[src/rtl/pwm_duty_decoder.sv]
// PWM receive decoder: synchronises pwm_in, measures high time and rise-to-rise period,
// and reports duty in tenths through a fixed 3-stage compute pipeline, or a stuck-line report.
module pwm_duty_decoder #(
    parameter int CNT_W       = 16,
    parameter int SYNC_STAGES = 2,
    parameter int TIMEOUT     = 2**CNT_W - 1
) (
    input  logic             clk,
    input  logic             rst,
    input  logic             pwm_in,
    output logic [3:0]       duty_tenths,
    output logic [CNT_W-1:0] period,
    output logic [CNT_W-1:0] high_time,
    output logic             valid,
    output logic             stuck
);
    localparam int PW = CNT_W + 4;
    localparam logic [CNT_W-1:0] TMO = CNT_W'(TIMEOUT);

    typedef enum logic [1:0] {IDLE, HIGH, LOW} state_t;

    // Constant multiply built from shifted copies of x, one per set bit of k.
    function automatic logic [PW-1:0] mul_k(input logic [CNT_W-1:0] x, input int k);
        logic [PW-1:0] acc;
        acc = '0;
        for (int b = 0; b < 4; b++) begin
            if (k[b]) acc = acc + (PW'(x) << b);
        end
        return acc;
    endfunction

    state_t                 state_q, state_d;
    logic [SYNC_STAGES-1:0] sync_q, sync_d;
    logic                   s, s_prev_q, s_prev_d, rise, fall, tmo_hit, launch;
    logic [CNT_W-1:0]       cnt_q, cnt_d, hc_q, hc_d;
    logic                   v1_q, v1_d, v2_q, v2_d;
    logic [CNT_W-1:0]       cap_hc_q, cap_hc_d, cap_pc_q, cap_pc_d;
    logic [CNT_W-1:0]       cap2_hc_q, cap2_hc_d, cap2_pc_q, cap2_pc_d;
    logic [PW-1:0]          num_q, num_d;
    logic [PW-1:0]          pk_q [1:10];
    logic [PW-1:0]          pk_d [1:10];
    logic [3:0]             duty_cnt;
    logic [3:0]             duty_q, duty_d;
    logic [CNT_W-1:0]       period_q, period_d, high_q, high_d;
    logic                   valid_q, valid_d, stuck_q, stuck_d;

    always_comb begin
        sync_d   = {sync_q[SYNC_STAGES-2:0], pwm_in};
        s        = sync_q[SYNC_STAGES-1];
        s_prev_d = s;
        rise     = s & ~s_prev_q;
        fall     = ~s & s_prev_q;
        if (rise)              cnt_d = CNT_W'(1);
        else if (cnt_q == TMO) cnt_d = cnt_q;
        else                   cnt_d = cnt_q + 1'b1;
        // A stuck report is issued once; stuck_q blocks repeats while cnt stays saturated.
        tmo_hit = (cnt_q == TMO) && !rise && !fall && !stuck_q;
    end

    always_comb begin
        state_d = state_q;
        hc_d    = hc_q;
        launch  = 1'b0;
        case (state_q)
            IDLE: if (rise) state_d = HIGH;
            HIGH: if (fall) begin
                hc_d    = cnt_q;
                state_d = LOW;
            end
            LOW: if (rise) begin
                launch  = 1'b1;
                state_d = HIGH;
            end
            default: state_d = IDLE;
        endcase
        if (tmo_hit) state_d = IDLE;
    end

    always_comb begin
        v1_d      = launch;
        cap_hc_d  = hc_q;
        cap_pc_d  = cnt_q;
        v2_d      = v1_q;
        num_d     = mul_k(cap_hc_q, 10);
        cap2_hc_d = cap_hc_q;
        cap2_pc_d = cap_pc_q;
        for (int k = 1; k <= 10; k++) pk_d[k] = mul_k(cap_pc_q, k);
    end

    always_comb begin
        duty_cnt = '0;
        for (int k = 1; k <= 10; k++) begin
            if (num_q >= pk_q[k]) duty_cnt = duty_cnt + 4'd1;
        end
        valid_d  = 1'b0;
        duty_d   = duty_q;
        period_d = period_q;
        high_d   = high_q;
        stuck_d  = stuck_q;
        // A timeout report displaces a pipeline result landing in the same cycle.
        if (tmo_hit) begin
            valid_d  = 1'b1;
            stuck_d  = 1'b1;
            duty_d   = s ? 4'd10 : 4'd0;
            period_d = '0;
            high_d   = '0;
        end else if (v2_q) begin
            valid_d  = 1'b1;
            stuck_d  = 1'b0;
            duty_d   = duty_cnt;
            period_d = cap2_pc_q;
            high_d   = cap2_hc_q;
        end
    end

    always_ff @(posedge clk) begin
        if (rst) begin
            sync_q    <= '0;
            s_prev_q  <= 1'b0;
            state_q   <= IDLE;
            cnt_q     <= '0;
            hc_q      <= '0;
            v1_q      <= 1'b0;
            v2_q      <= 1'b0;
            cap_hc_q  <= '0;
            cap_pc_q  <= '0;
            cap2_hc_q <= '0;
            cap2_pc_q <= '0;
            num_q     <= '0;
            for (int k = 1; k <= 10; k++) pk_q[k] <= '0;
            duty_q    <= '0;
            period_q  <= '0;
            high_q    <= '0;
            valid_q   <= 1'b0;
            stuck_q   <= 1'b0;
        end else begin
            sync_q    <= sync_d;
            s_prev_q  <= s_prev_d;
            state_q   <= state_d;
            cnt_q     <= cnt_d;
            hc_q      <= hc_d;
            v1_q      <= v1_d;
            v2_q      <= v2_d;
            cap_hc_q  <= cap_hc_d;
            cap_pc_q  <= cap_pc_d;
            cap2_hc_q <= cap2_hc_d;
            cap2_pc_q <= cap2_pc_d;
            num_q     <= num_d;
            for (int k = 1; k <= 10; k++) pk_q[k] <= pk_d[k];
            duty_q    <= duty_d;
            period_q  <= period_d;
            high_q    <= high_d;
            valid_q   <= valid_d;
            stuck_q   <= stuck_d;
        end
    end

    assign duty_tenths = duty_q;
    assign period      = period_q;
    assign high_time   = high_q;
    assign valid       = valid_q;
    assign stuck       = stuck_q;
endmodule

[config.mk]
export PLATFORM = sky130hd
export DESIGN_NAME = pwm_duty_decoder
export DESIGN_NICKNAME = d
export VERILOG_FILES = /design/src/rtl/pwm_duty_decoder.sv
export SDC_FILE = /design/constraint.sdc
export NUM_CORES = 1
export LEC_CHECK = 0
export BUFFER_PORTS_ARGS = -buffer_cell sky130_fd_sc_hd__buf_2
export CAP_MARGIN = 15
export CORE_MARGIN = 2
export CORE_UTILIZATION = 42
export CTS_BUF_LIST = sky130_fd_sc_hd__clkbuf_4
export DETAILED_ROUTE_END_ITERATION = 6
export HOLD_SLACK_MARGIN = 0.05
export SYNTH_ARGS = -nofsm -noshare
export SYNTH_HDL_FRONTEND = slang
export SYNTH_SLANG_ARGS = --single-unit
[constraint.sdc]
create_clock -name clk -period 9.45 [get_ports clk]
set_input_delay 0.945 -clock clk [delete_from_list [all_inputs] [get_ports clk]]
set_output_delay 0.945 -clock clk [all_outputs]
set_load 0.01 [all_outputs]
==> out/summary.md <==
Critical path
• arrival time at the worst endpoint: 8.04 ns
• required time of the worst setup path: 10.05 ns
• setup slack on the worst flop-to-flop path: 2.02 ns
• Buf/Inv on CP: 3
• slowest cell on the critical path: sky130_fd_sc_hd__dfxtp_1
• largest stage delay on the critical path: 0.53 ns
• endpoint type of the worst setup path: flop
• category of the most critical setup path: flop to flop
• worst reg2reg path depth: 33
• CP dominant cell by count: sky130_fd_sc_hd__ha_1
• Critical Path Start Type: flop
• Reg2Reg Launch Point: cap2_hc_q[1]$_SDFF_PP0_
• endpoint of the lowest-slack register-to-register path: duty_tenths[2]$_SDFFE_PP0P_
• category of cells accounting for the largest share of critical-path delay: simple AND/OR/NAND/NOR gates
• CP max FO: 8

Global route
• met2 Resource Use GR: 0.321
• initial antenna violation count: 3
• met3 capacity usage during global routing: 0.0335
• Remaining Overflow, GRT: 0
• Most Used Layer, Global Route: met2
• number of global-route vias before repair: 11100
• total routing resource utilization after global routing: 0.199
• met1 GRT Util: 0.270
• global-route wire length before repair: 56100 um
• maximum number of pins on one net before global-route repair: 102

Drt
• First DRT Iteration DRCs: 471
• via/cell ratio: 5.15
• First-pass DRT Iterations: 5
• via count: 11200
• antenna violation net count after detailed routing: 0
• detailed-route wire length: 35000 um
• average wire per standard cell: 16.1 um
• DRC violation count after routing: 0

Finish
• Final #Nets: 1938
• FF+latch area: 4530 um^2
• fraction of layout cells with a size suffix above 1: 0.0949
• synth-to-layout area growth: 9.19%
• number of standard cells in the layout, taps in and fillers out: 2169
• combined area of the multi-input logic cells: 8940 um^2
• total of fill cells in the finished design: 3269

Floorplan
• Top-Level Pins: 41
• core area: 33400 um^2
• Die H: 188 um
• area of the die: 35300 um^2
• initial core utilization: 0.425
• Row Count: 67
• floorplan die width: 188 um

Timing
• number of max-slew violations in the final report: 0
• unrepaired setup endpoints after global routing: false
• worst clock skew on the final layout: 0.0574 ns
• period utilisation layout: 0.786
• time the worst path needs with I/O delays and setup: 7.43 ns
• final worst hold slack: 0.436 ns
• f_max: 135 MHz
• number of hold-slack violations in the final timing report: 0
• headroom to the max-slew limit: 0.411
• Total Neg Setup Slack: 0 ns
• Finish-stage setup viols: 0
• Least-Margin Pin Slew: 0.884 ns

Clock tree
• post-CTS resize count: 0
• buffer count from post-CTS setup fixing: 0
• Max H-tree Level: 2
• maximum clock insertion buffer count: 3
• Clock Latency Late Sink: 0.72 ns
• total clock buffers created by CTS: 59
• number of clock sinks: 226
• number of hold buffers added after CTS: 0
• CTS Root Buffer Type: sky130_fd_sc_hd__clkbuf_4
• clock slew seen by the registers of the worst setup and hold paths: 0.07 ns
• clock tree from TritonCTS: yes

Min path
• hold path startpoint: sync_q[0]$_SDFF_PP0_
• class of the most critical hold timing path: flop to flop
• Worst Hold Path Cells: 1
• end point of the most critical hold path: sync_q[1]$_SDFF_PP0_

Placement
• HPWL after detailed placement: 27100 um
• Port Buffer Count: 40
• Inst Count DP: 2071
• last weighted congestion value of the routability-driven placer: 0.858

Yosys
• count of yosys warnings during synthesis: 0
• EDFF count, synth: 0
• summed instance area of the synthesized netlist: 14200 um^2
• async set-reset flop share out of synthesis: 0
• sequential area share after synthesis: 0.318
• number of flip-flops and latches in the synthesized netlist: 226
• Syn Inst Count: 1618
• most common flop cell mapped by yosys: sky130_fd_sc_hd__dfxtp_1
• mean area per synthesized cell: 8.79 um^2
• synth unique cells: 79
• syn_nets: 1872

Power
• Static Leakage: 0.00682 uW
• power per cell area: 141 nW/um^2
• PnR Total Power: 2200 uW
• maximum vdd drop: 0.0921 mV

Job
• Maximum Capacitance Violations: 0

Run status
• result of the run: complete, no violations

[power by group]
| group | internal [uW] | switching [uW] | total (uW) | leakage (uW) |
|---|---|---|---|---|
| combinational | 202 | 246 | 448 | 0.00460 |
| sequential | 958 | 5.60 | 963 | 0.00182 |
| clock | 394 | 391 | 785 | 0.000397 |
[state kept, by name (all words and copies together) (netlist names)]
name,flops
cap_hc_d,16
duty_tenths,4
s_prev_q,1
stuck,1
cap2_pc_d,16
period,16
v1_q,1
num_q,17
cap2_hc_d,16
state_q,2
cap2_pc_q,15
cap_pc_d,16
pk_q,69
valid,1
cap2_hc_q,16
sync_q,2
v2_q,1
high_time,16
[routing by layer]
metal | vias up | wire length, um
li1 | 5787 | -
met1 | 5145 | 17100
met2 | 190 | 15600
met3 | 53 | 1520
met4 | 0 | 755
met5 | - | 0
[area by class of cell]
class	instances	share of cell area
Timing Repair Buffer	44	0.0152
Sequential cell	226	0.291
Inverter	156	0.0379
Antenna cell	3	0.000483
Tap cell	448	0.0361
Clock inverter	20	0.00701
Multi-Input combinational cell	1197	0.576
Clock buffer	75	0.0363
[cells by family (layout without fill, tap and decap cells)]
group	count (synthesis)	in the layout	synth area share
AND/OR/NAND/NOR	486	486	0.171
multiplexers	46	46	0.0329
AO/OA/AOI/OAI	336	336	0.150
buffers and inverters	195	295	0.0533
adder cells (fa/ha/maj)	251	251	0.223
other	0	3	0
flip-flops	226	226	0.318
XOR/XNOR	78	78	0.0511
[synth_stat cells (all sizes together) (17+ instances only)]
cell type,count,area share
ha,246,0.22
dfxtp,226,0.32
inv,156,0.041
nor2,137,0.036
a21oi,117,0.041
nand2,100,0.027
nor2b,96,0.042
o21ai,76,0.027
xnor2,57,0.036
mux2i,40,0.028
nor3,38,0.013
clkbuf,36,0.011
nand3,25,0.0088
a21o,24,0.013
o21bai,19,0.010
xor2,19,0.012
nand4,17,0.0075
[how the worst max path moves through the flow]
| stage | start | cells after the start | endpoint |
|---|---|---|---|
| after floorplan | cap2_hc_q[1]$_SDFF_PP0_ | 33 | duty_tenths[2]$_SDFFE_PP0P_ |
| after global placement | cap2_hc_q[1]$_SDFF_PP0_ | 32 | duty_tenths[2]$_SDFFE_PP0P_ |
| after detailed placement | cap2_hc_q[1]$_SDFF_PP0_ | 32 | duty_tenths[2]$_SDFFE_PP0P_ |
| after CTS | cap2_hc_q[1]$_SDFF_PP0_ | 32 | duty_tenths[2]$_SDFFE_PP0P_ |
| after global routing | num_q[14]$_SDFF_PP0_ | 32 | duty_tenths[2]$_SDFFE_PP0P_ |
| final | cap2_hc_q[1]$_SDFF_PP0_ | 33 | duty_tenths[2]$_SDFFE_PP0P_ |
[layout by cell type (no fill, tap or decap), types with 4 or more instances in the layout]
master / count
sky130_fd_sc_hd__a2111oi_0: 5
sky130_fd_sc_hd__a211oi_1: 13
sky130_fd_sc_hd__a21boi_0: 11
sky130_fd_sc_hd__a21o_1: 24
sky130_fd_sc_hd__a21oi_1: 117
sky130_fd_sc_hd__a31oi_1: 14
sky130_fd_sc_hd__and2_1: 6
sky130_fd_sc_hd__and3_1: 12
sky130_fd_sc_hd__and4_1: 5
sky130_fd_sc_hd__buf_2: 39
sky130_fd_sc_hd__buf_4: 4
sky130_fd_sc_hd__clkbuf_4: 75
sky130_fd_sc_hd__clkinv_1: 14
sky130_fd_sc_hd__dfxtp_1: 225
sky130_fd_sc_hd__fa_1: 5
sky130_fd_sc_hd__ha_1: 246
sky130_fd_sc_hd__inv_1: 155
sky130_fd_sc_hd__mux2_2: 6
sky130_fd_sc_hd__mux2i_1: 40
sky130_fd_sc_hd__nand2_1: 99
sky130_fd_sc_hd__nand2b_1: 11
sky130_fd_sc_hd__nand3_1: 25
sky130_fd_sc_hd__nand4_1: 17
sky130_fd_sc_hd__nor2_1: 137
sky130_fd_sc_hd__nor2b_1: 96
sky130_fd_sc_hd__nor3_1: 38
sky130_fd_sc_hd__nor3b_1: 4
sky130_fd_sc_hd__nor4_1: 6
sky130_fd_sc_hd__o211a_1: 4
sky130_fd_sc_hd__o211ai_1: 12
sky130_fd_sc_hd__o21a_1: 14
sky130_fd_sc_hd__o21ai_0: 72
sky130_fd_sc_hd__o21bai_1: 19
sky130_fd_sc_hd__or2_2: 5
sky130_fd_sc_hd__or3_1: 6
sky130_fd_sc_hd__xnor2_1: 55
sky130_fd_sc_hd__xor2_1: 19
[metrics by stage]
stage / util / instance area [um^2] / worst slack (ns)
detailed placement: 0.444 / 14800 / 2.00
finish: 0.464 / 15500 / 2.02
CTS: 0.464 / 15500 / 1.99
floorplan: - / 14200 / 2.65
global placement: 0.444 / 14800 / 2.18
global route: 0.464 / 15500 / 1.32
No activity file was read; power rests on OpenSTA's default activity.
